**src/rtl/otp_generator.sv**
```systemverilog
// OTP source: free-running Galois LFSR sampled nibble-by-nibble into a four-digit BCD code.
// Define OTPGEN_MOD10_EN to use mod-10 folding instead of rejection sampling.
module otp_generator #(
    parameter logic [15:0] SEED       = 16'hACE1,
    parameter logic [15:0] TAPS       = 16'hB400,
    parameter int unsigned REJECT_CAP = 8
) (
    input  logic        clk,
    input  logic        reset,
    input  logic        gen_req,
    input  logic        entropy,
    output logic [15:0] lfsr_digit,
    output logic        lfsr_latch,
    output logic        busy
);
    // The all-zero state is a lock-up point for the LFSR, so it is never loaded.
    localparam logic [15:0] SEED_EFF = (SEED == 16'h0000) ? 16'h0001 : SEED;

    localparam logic [0:0] ST_IDLE    = 1'b0;
    localparam logic [0:0] ST_COLLECT = 1'b1;

    logic [0:0]  r_state;
    logic [15:0] r_lfsr;
    logic [1:0]  r_idx;
    logic [3:0]  r_slot0;
    logic [3:0]  r_slot1;
    logic [3:0]  r_slot2;

    logic        w_fb;
    logic [15:0] w_lfsr_step;
    logic [15:0] w_lfsr_next;
    logic [3:0]  w_nib;
    logic        w_accept;
    logic [3:0]  w_digit;

    assign w_fb        = r_lfsr[0] ^ entropy;
    assign w_lfsr_step = (r_lfsr >> 1) ^ (w_fb ? TAPS : 16'h0000);
    assign w_lfsr_next = (w_lfsr_step == 16'h0000) ? 16'h0001 : w_lfsr_step;
    assign w_nib       = r_lfsr[3:0];

`ifdef OTPGEN_MOD10_EN
    assign w_accept = 1'b1;
    assign w_digit  = (w_nib >= 4'd10) ? (w_nib - 4'd10) : w_nib;
`else
    localparam logic [3:0] CAP_M1 = 4'(REJECT_CAP - 1);

    logic [3:0] r_rej;

    // After CAP_M1 consecutive rejects the next nibble is folded into 4..9 so latency stays bounded.
    assign w_accept = (w_nib <= 4'd9) || (r_rej == CAP_M1);
    assign w_digit  = (w_nib <= 4'd9) ? w_nib : (w_nib - 4'd6);
`endif

    assign busy = (r_state == ST_COLLECT);

    always_ff @(posedge clk or negedge reset) begin
        if (!reset) begin
            r_state    <= ST_IDLE;
            r_lfsr     <= SEED_EFF;
            r_idx      <= 2'd0;
            r_slot0    <= 4'd0;
            r_slot1    <= 4'd0;
            r_slot2    <= 4'd0;
            lfsr_digit <= 16'h0000;
            lfsr_latch <= 1'b0;
`ifndef OTPGEN_MOD10_EN
            r_rej      <= 4'd0;
`endif
        end else begin
            r_lfsr     <= w_lfsr_next;
            lfsr_latch <= 1'b0;
            case (r_state)
                ST_IDLE: begin
                    if (gen_req) begin
                        r_state <= ST_COLLECT;
                        r_idx   <= 2'd0;
`ifndef OTPGEN_MOD10_EN
                        r_rej   <= 4'd0;
`endif
                    end
                end
                ST_COLLECT: begin
                    if (w_accept) begin
`ifndef OTPGEN_MOD10_EN
                        r_rej <= 4'd0;
`endif
                        if (r_idx == 2'd3) begin
                            lfsr_digit <= {r_slot0, r_slot1, r_slot2, w_digit};
                            lfsr_latch <= 1'b1;
                            r_state    <= ST_IDLE;
                            r_idx      <= 2'd0;
                        end else begin
                            case (r_idx)
                                2'd0:    r_slot0 <= w_digit;
                                2'd1:    r_slot1 <= w_digit;
                                default: r_slot2 <= w_digit;
                            endcase
                            r_idx <= r_idx + 2'd1;
                        end
                    end
`ifndef OTPGEN_MOD10_EN
                    else begin
                        r_rej <= r_rej + 4'd1;
                    end
`endif
                end
                default: r_state <= ST_IDLE;
            endcase
        end
    end
endmodule

```
**config.mk**
```make
export PLATFORM = sky130hd
export DESIGN_NAME = otp_generator
export DESIGN_NICKNAME = d
export VERILOG_FILES = /design/src/rtl/otp_generator.sv
export SDC_FILE = /design/constraint.sdc
export NUM_CORES = 1
export LEC_CHECK = 0
export CAP_MARGIN = 20
export CORE_UTILIZATION = 32
export DETAILED_ROUTE_END_ITERATION = 10
export HOLD_SLACK_MARGIN = 0.1
export PLACE_DENSITY = 0.56
export SLEW_MARGIN = 15
export SYNTH_ARGS = -nofsm -noshare
export SYNTH_HDL_FRONTEND = slang
export SYNTH_SLANG_ARGS = --single-unit
```
**constraint.sdc**
```tcl
create_clock -name clk -period 1.8 [get_ports clk]
set_clock_uncertainty 0.15 [all_clocks]
set_input_delay 0.36 -clock clk [delete_from_list [all_inputs] [get_ports clk]]
set_output_delay 0.36 -clock clk [all_outputs]
set_load 0.02 [all_outputs]
```
# Word-level counts from Yosys, hierarchy flattened
# Index checks and enable logic that the tools add are counted.
[word_totals] register_bits=52 input_bits=4
[classes] add_sub_neg=3 magnitude_cmp=1 eq_ne=5 mux=17 bitwise=5 n_reduce_logical=9
[op_table] operator="16-bit 2-to-1 mux" n=2
[op_table] operator="16-bit logical NOT" n=1
[op_table] operator="15-bit by 16-bit XOR with 16-bit output" n=1
[op_table] operator="4-bit 2-to-1 mux" n=3
[op_table] operator="4-bit AND reduction" n=3
[op_table] operator="4-bit case mux with 2 select lines" n=1
[op_table] operator="1-bit 2-to-1 mux" n=6
[op_table] operator="2-bit 2-to-1 mux" n=3
[op_table] operator="4-bit by 1-bit adder with 4-bit output (second input constant)" n=1
[op_table] operator="4-bit by 3-bit equality test with 1-bit output (second input constant)" n=1
[op_table] operator="4-bit <= comparator (second input constant)" n=1
[op_table] operator="2-bit case mux with 2 select lines" n=1
[op_table] operator="4-bit by 3-bit subtractor with 4-bit output (second input constant)" n=1
[op_table] operator="1-bit inverter" n=3
[op_table] operator="3-bit AND reduction" n=1
[op_table] operator="2-bit by 1-bit adder with 2-bit output (second input constant)" n=1
[op_table] operator="2-bit by 1-bit equality test with 1-bit output (second input constant)" n=1
[op_table] operator="2-bit equality test (second input constant)" n=1
[op_table] operator="2-bit logical NOT" n=1
[op_table] operator="2-bit by 1-bit != test with 1-bit output (second input constant)" n=1
[op_table] operator="2-bit != test (second input constant)" n=1
[op_table] operator="1-bit case mux with 2 select lines" n=1
[op_table] operator="2-bit AND reduction" n=1
[op_table] operator="2-bit OR reduction" n=1
[op_table] operator="2 further kinds" n=2

# Longest topological paths before layout
[logic_depth] depth_word=5 mapped_depth=5 mapped_depth_nobuf=5

# Least setup slack after synthesis
# OpenSTA, ideal clock, no wires.
[synth_path] path_type="register to register" startpoint="reg r_rej[0]" endpoint="reg lfsr_digit[10]" setup_ps=125 t_arrival_ps=1495 t_required_ps=1525 path_slack_ps=30 stages_incl_launch_ff=6 n_path_buf=1 synth_period_minus_slack_ps=1770 cell_sequence="dfrtp_1 > ha_1 > nand3b_1 > a21oi_4 > buf_12 > mux2_4"
[synth_via] elab_chain_cells=3
[synth_rtl] item="start, declared" line_no="47" source="logic [3:0] r_rej;"
[synth_rtl] item="start signal, assigned" line_no="103" source="r_rej <= r_rej + 4'd1;"
[synth_rtl] item="4-bit by 3-bit equality test with 1-bit output" line_no="50" source="assign w_accept = (w_nib <= 4'd9) || (r_rej == CAP_M1);"
[synth_rtl] item="1-bit logical OR" line_no="50"
[synth_rtl] item="3-bit AND reduction (no source line)"
[synth_rtl] item="end signal, assigned" line_no="88" source="lfsr_digit <= {r_slot0, r_slot1, r_slot2, w_digit};"
[synth_rtl] item="end, declared" line_no="12" source="output logic [15:0] lfsr_digit,"
# Every way passes these cells.
# A chain may end at the register's enable or synchronous reset.

# Worst setup path in the final report
[layout_path] startpoint="reg r_rej[1]" endpoint="reg r_slot2[2]"
[layout_via] elab_chain_cells=3
[layout_rtl] item="4-bit by 3-bit equality test with 1-bit output" line_no="50"
[layout_rtl] item="1-bit logical OR" line_no="50"
[layout_rtl] item="4-bit AND reduction (no source line)"
[layout_rtl] item="end signal, assigned" line_no="96" source="default: r_slot2 <= w_digit;"
[layout_rtl] item="end, declared" line_no="27" source="logic [3:0] r_slot2;"
# Every way passes these cells.

==> flow_metrics.env <==
export IMPL_ys_flop_type="dfrtp_1"
export IMPL_rows=29
export IMPL_setup_violations_final=2
export IMPL_vias=1298
export IMPL_hold_viol=0
export IMPL_antenna_found_initial=0
export IMPL_synth_edf_count=0
export IMPL_root_buffer="clkbuf_8"
export IMPL_pin_count=22
export IMPL_ys_top_cells_by_area="dfrtp_1 (51%), mux2_2 (10%), dfstp_2 (9.7%)"
export IMPL_worst_ep_arrival_time_ns=1.84
export IMPL_status="finished with violations"
export IMPL_power_leakage_nw=1.39
export IMPL_max_vdd_ir_drop_mv=0.841
export IMPL_synth_area_um2=2170
export IMPL_netlist_area_leader_share_pct=50.7
export IMPL_post_route_min_period_ns=1.81
export IMPL_cts_tree="done"
export IMPL_failed_checks="DRC, setup timing"
export IMPL_ant_nets=0
export IMPL_routabilityCongestion=0.826
export IMPL_fin_util_pct=43.3
export IMPL_grtUsageTotal_pct=12.2
export IMPL_timing_fmax_mhz=553
export IMPL_rsz0062_at_grt="true"
export IMPL_vias_per_cell=4.86
export IMPL_slew_violations=0
export IMPL_cts_path_max_buffers=2
export IMPL_diodes=0
export IMPL_synth_seq_area_share_pct=60.3
export IMPL_power_mw=5.12
export IMPL_cts_sink_count=52
export IMPL_setup_slack_ns=-0.00853
export IMPL_htree_num_levels=2
export IMPL_tightest_slew_ns=0.546
export IMPL_start_kind="flop"
export IMPL_whs_ns=0.224
export IMPL_start_util_pct=33.6
export IMPL_overflow=0
export IMPL_r2r_slack_ns=-0.009
export IMPL_hold_class="flop to flop"
export IMPL_wl_per_cell_um=15.6
export IMPL_syn_to_final_growth_pct=28.6
export IMPL_fin_crit_sh_pct=100
export IMPL_cts_buffers=5
export IMPL_finalNetCount=201
export IMPL_crit_path_end_kind="flop"
export IMPL_die_w_um=84.4
export IMPL_required_ns=1.83
export IMPL_clk_latency_ns=0.29
export IMPL_die_area_um2=7130
export IMPL_synth_async_reset_ratio_pct=100
export IMPL_synth_seq_cells=52
export IMPL_drtIter0Drc=97
export IMPL_drv_cap=0
export IMPL_syn_avg_cell_area_um2=14.2
export IMPL_cp_max_fo=4
export IMPL_dieHeight_um=84.4
export IMPL_synth_cell_types=36
export IMPL_post_route_drc_count=3
export IMPL_grt_max_degree=31
export IMPL_post_place_ws_ns=-0.00262
export IMPL_syn_instance_count=153
export IMPL_mappedNetlistNets=164
export IMPL_wl_um=4150
export IMPL_hpwl_um=2870
export IMPL_core_area_um2=6460
export IMPL_maxSlewHeadroom_pct=63.2
export IMPL_numPortBuffers=21
export IMPL_yosys_warnings=0
export IMPL_fillers=592
export IMPL_drive_gt1_share_pct=40.0
export IMPL_criticalPathCategory="flop to flop"
export IMPL_grt_pass1_wl_um=6820
export IMPL_drtPass1Iterations=9
export IMPL_powerDensity_nw_per_um2=1830
export IMPL_synth_top_area_cell="dfrtp_1"
export IMPL_path_clk_slew_ns=0.09
export IMPL_grt_pass1_vias=1431
cell usage in the layout, fill, tap and decap left out, types with 2 or more instances in the layout:
master	Yosys	layout
xnor2_1	5	5
dlymetal6s2s_1	0	14
inv_2	0	2
a21oi_1	3	2
dfstp_2	8	8
o21ai_0	2	2
nand3b_1	2	2
nand2_1	4	4
nand3_1	2	2
clkdlybuf4s50_1	0	3
mux2_4	8	16
dfrtp_1	44	44
inv_1	7	5
clkbuf_8	0	5
a31o_2	2	2
buf_4	0	18
nor3b_1	2	2
ha_1	7	6
buf_12	1	2
o2111ai_4	0	2
nor2_1	4	4
mux2_2	20	12
nor4_1	2	2
dlygate4sd2_1	0	3
synth_stat cells (2+ instances only):
master,instances
mux2_2,20
dfstp_2,8
nor2_1,4
o2111ai_2,2
dfrtp_1,44
a31o_2,2
nand2_1,4
inv_1,7
xnor2_1,5
a21oi_1,3
nor4_1,2
nand3_1,2
ha_1,7
clkbuf_1,11
mux2_4,8
o21ai_0,2
nor3b_1,2
nand3b_1,2
worst max-delay path, cell delays in order (launching register included):
cell and delay [ns]:
dfrtp_1 0.38, ha_2 0.20, nand3b_1 0.17, buf_4 0.20, a21oi_2 0.11, buf_4 0.15, mux2_2 0.34
cell families after synthesis:
family | Yosys count | synth area share (%)
AOI/OAI and AO/OA | 20 | 7.89
DFF | 52 | 60.3
adders and majority gates | 7 | 4.03
muxes | 28 | 15.9
buffers and inverters | 20 | 4.26
and+or+nand+nor | 20 | 5.18
xor gates and xnor gates | 6 | 2.42
final cells by class:
cell class,instances,area (um2),area share (%)
inverter,7,26.3,0.940
tap,77,96.3,3.45
sequential,52,1310,46.9
timing repair buffer,43,447,16.0
clock buffer,5,68.8,2.46
clock inverter,2,12.5,0.448
multi-input combinational,81,832,29.8
per-layer routing:
layer	vias up	share of wire [%]	track usage (%)
met4	0	0	3.24
met1	679	47	15.8
met2	16	50	20.6
met5	-	0	0
met3	0	2.6	2.95
li1	603	-	-
final timing paths:
kind | from | end | cells past startpoint
max in group asynchronous | reset | r_lfsr[15] | 3
max | r_rej[1] | r_slot2[2] | 6
min reg2reg | r_lfsr[6] | r_lfsr[5] | 0
min in group asynchronous | reset | r_rej[1] | 2
max reg2reg | r_rej[1] | r_slot2[2] | 6
min | r_lfsr[6] | r_lfsr[5] | 0
per-stage QoR:
step | TNS [ns] | cells | instance area, um2
4_1_cts | 0 | 261 | 2660
6_report | -0.0106 | 267 | 2790
2_1_floorplan | 0 | 153 | 2170
5_1_grt | -0.575 | 267 | 2790
3_5_place_dp | -0.00262 | 253 | 2550
3_3_place_gp | 0 | 253 | 2550
timing repair:
item	CTS	global route
pin swaps	0	5
endpoints found under the hold margin	9	0
gates cloned	0	1
hold buffers	1	0
setup endpoints to repair	4	43
gates resized for setup	5	27
buffers inserted	0	5
flip-flops by register name, summed over array words and instances (netlist names):
name	cells
r_slot1	4
r_slot2	4
lfsr_digit	16
r_lfsr	16
lfsr_latch	1
r_idx	2
r_slot0	4
busy	1
r_rej	4
report_power, final:
group / switching (mW) / internal [mW] / total, mW
clock network: 0.358 / 0.264 / 0.622
registers: 0.363 / 1.78 / 2.15
logic: 1.08 / 1.28 / 2.35
total: 1.80 / 3.33 / 5.12
No activity file was read; power rests on OpenSTA's default activity.
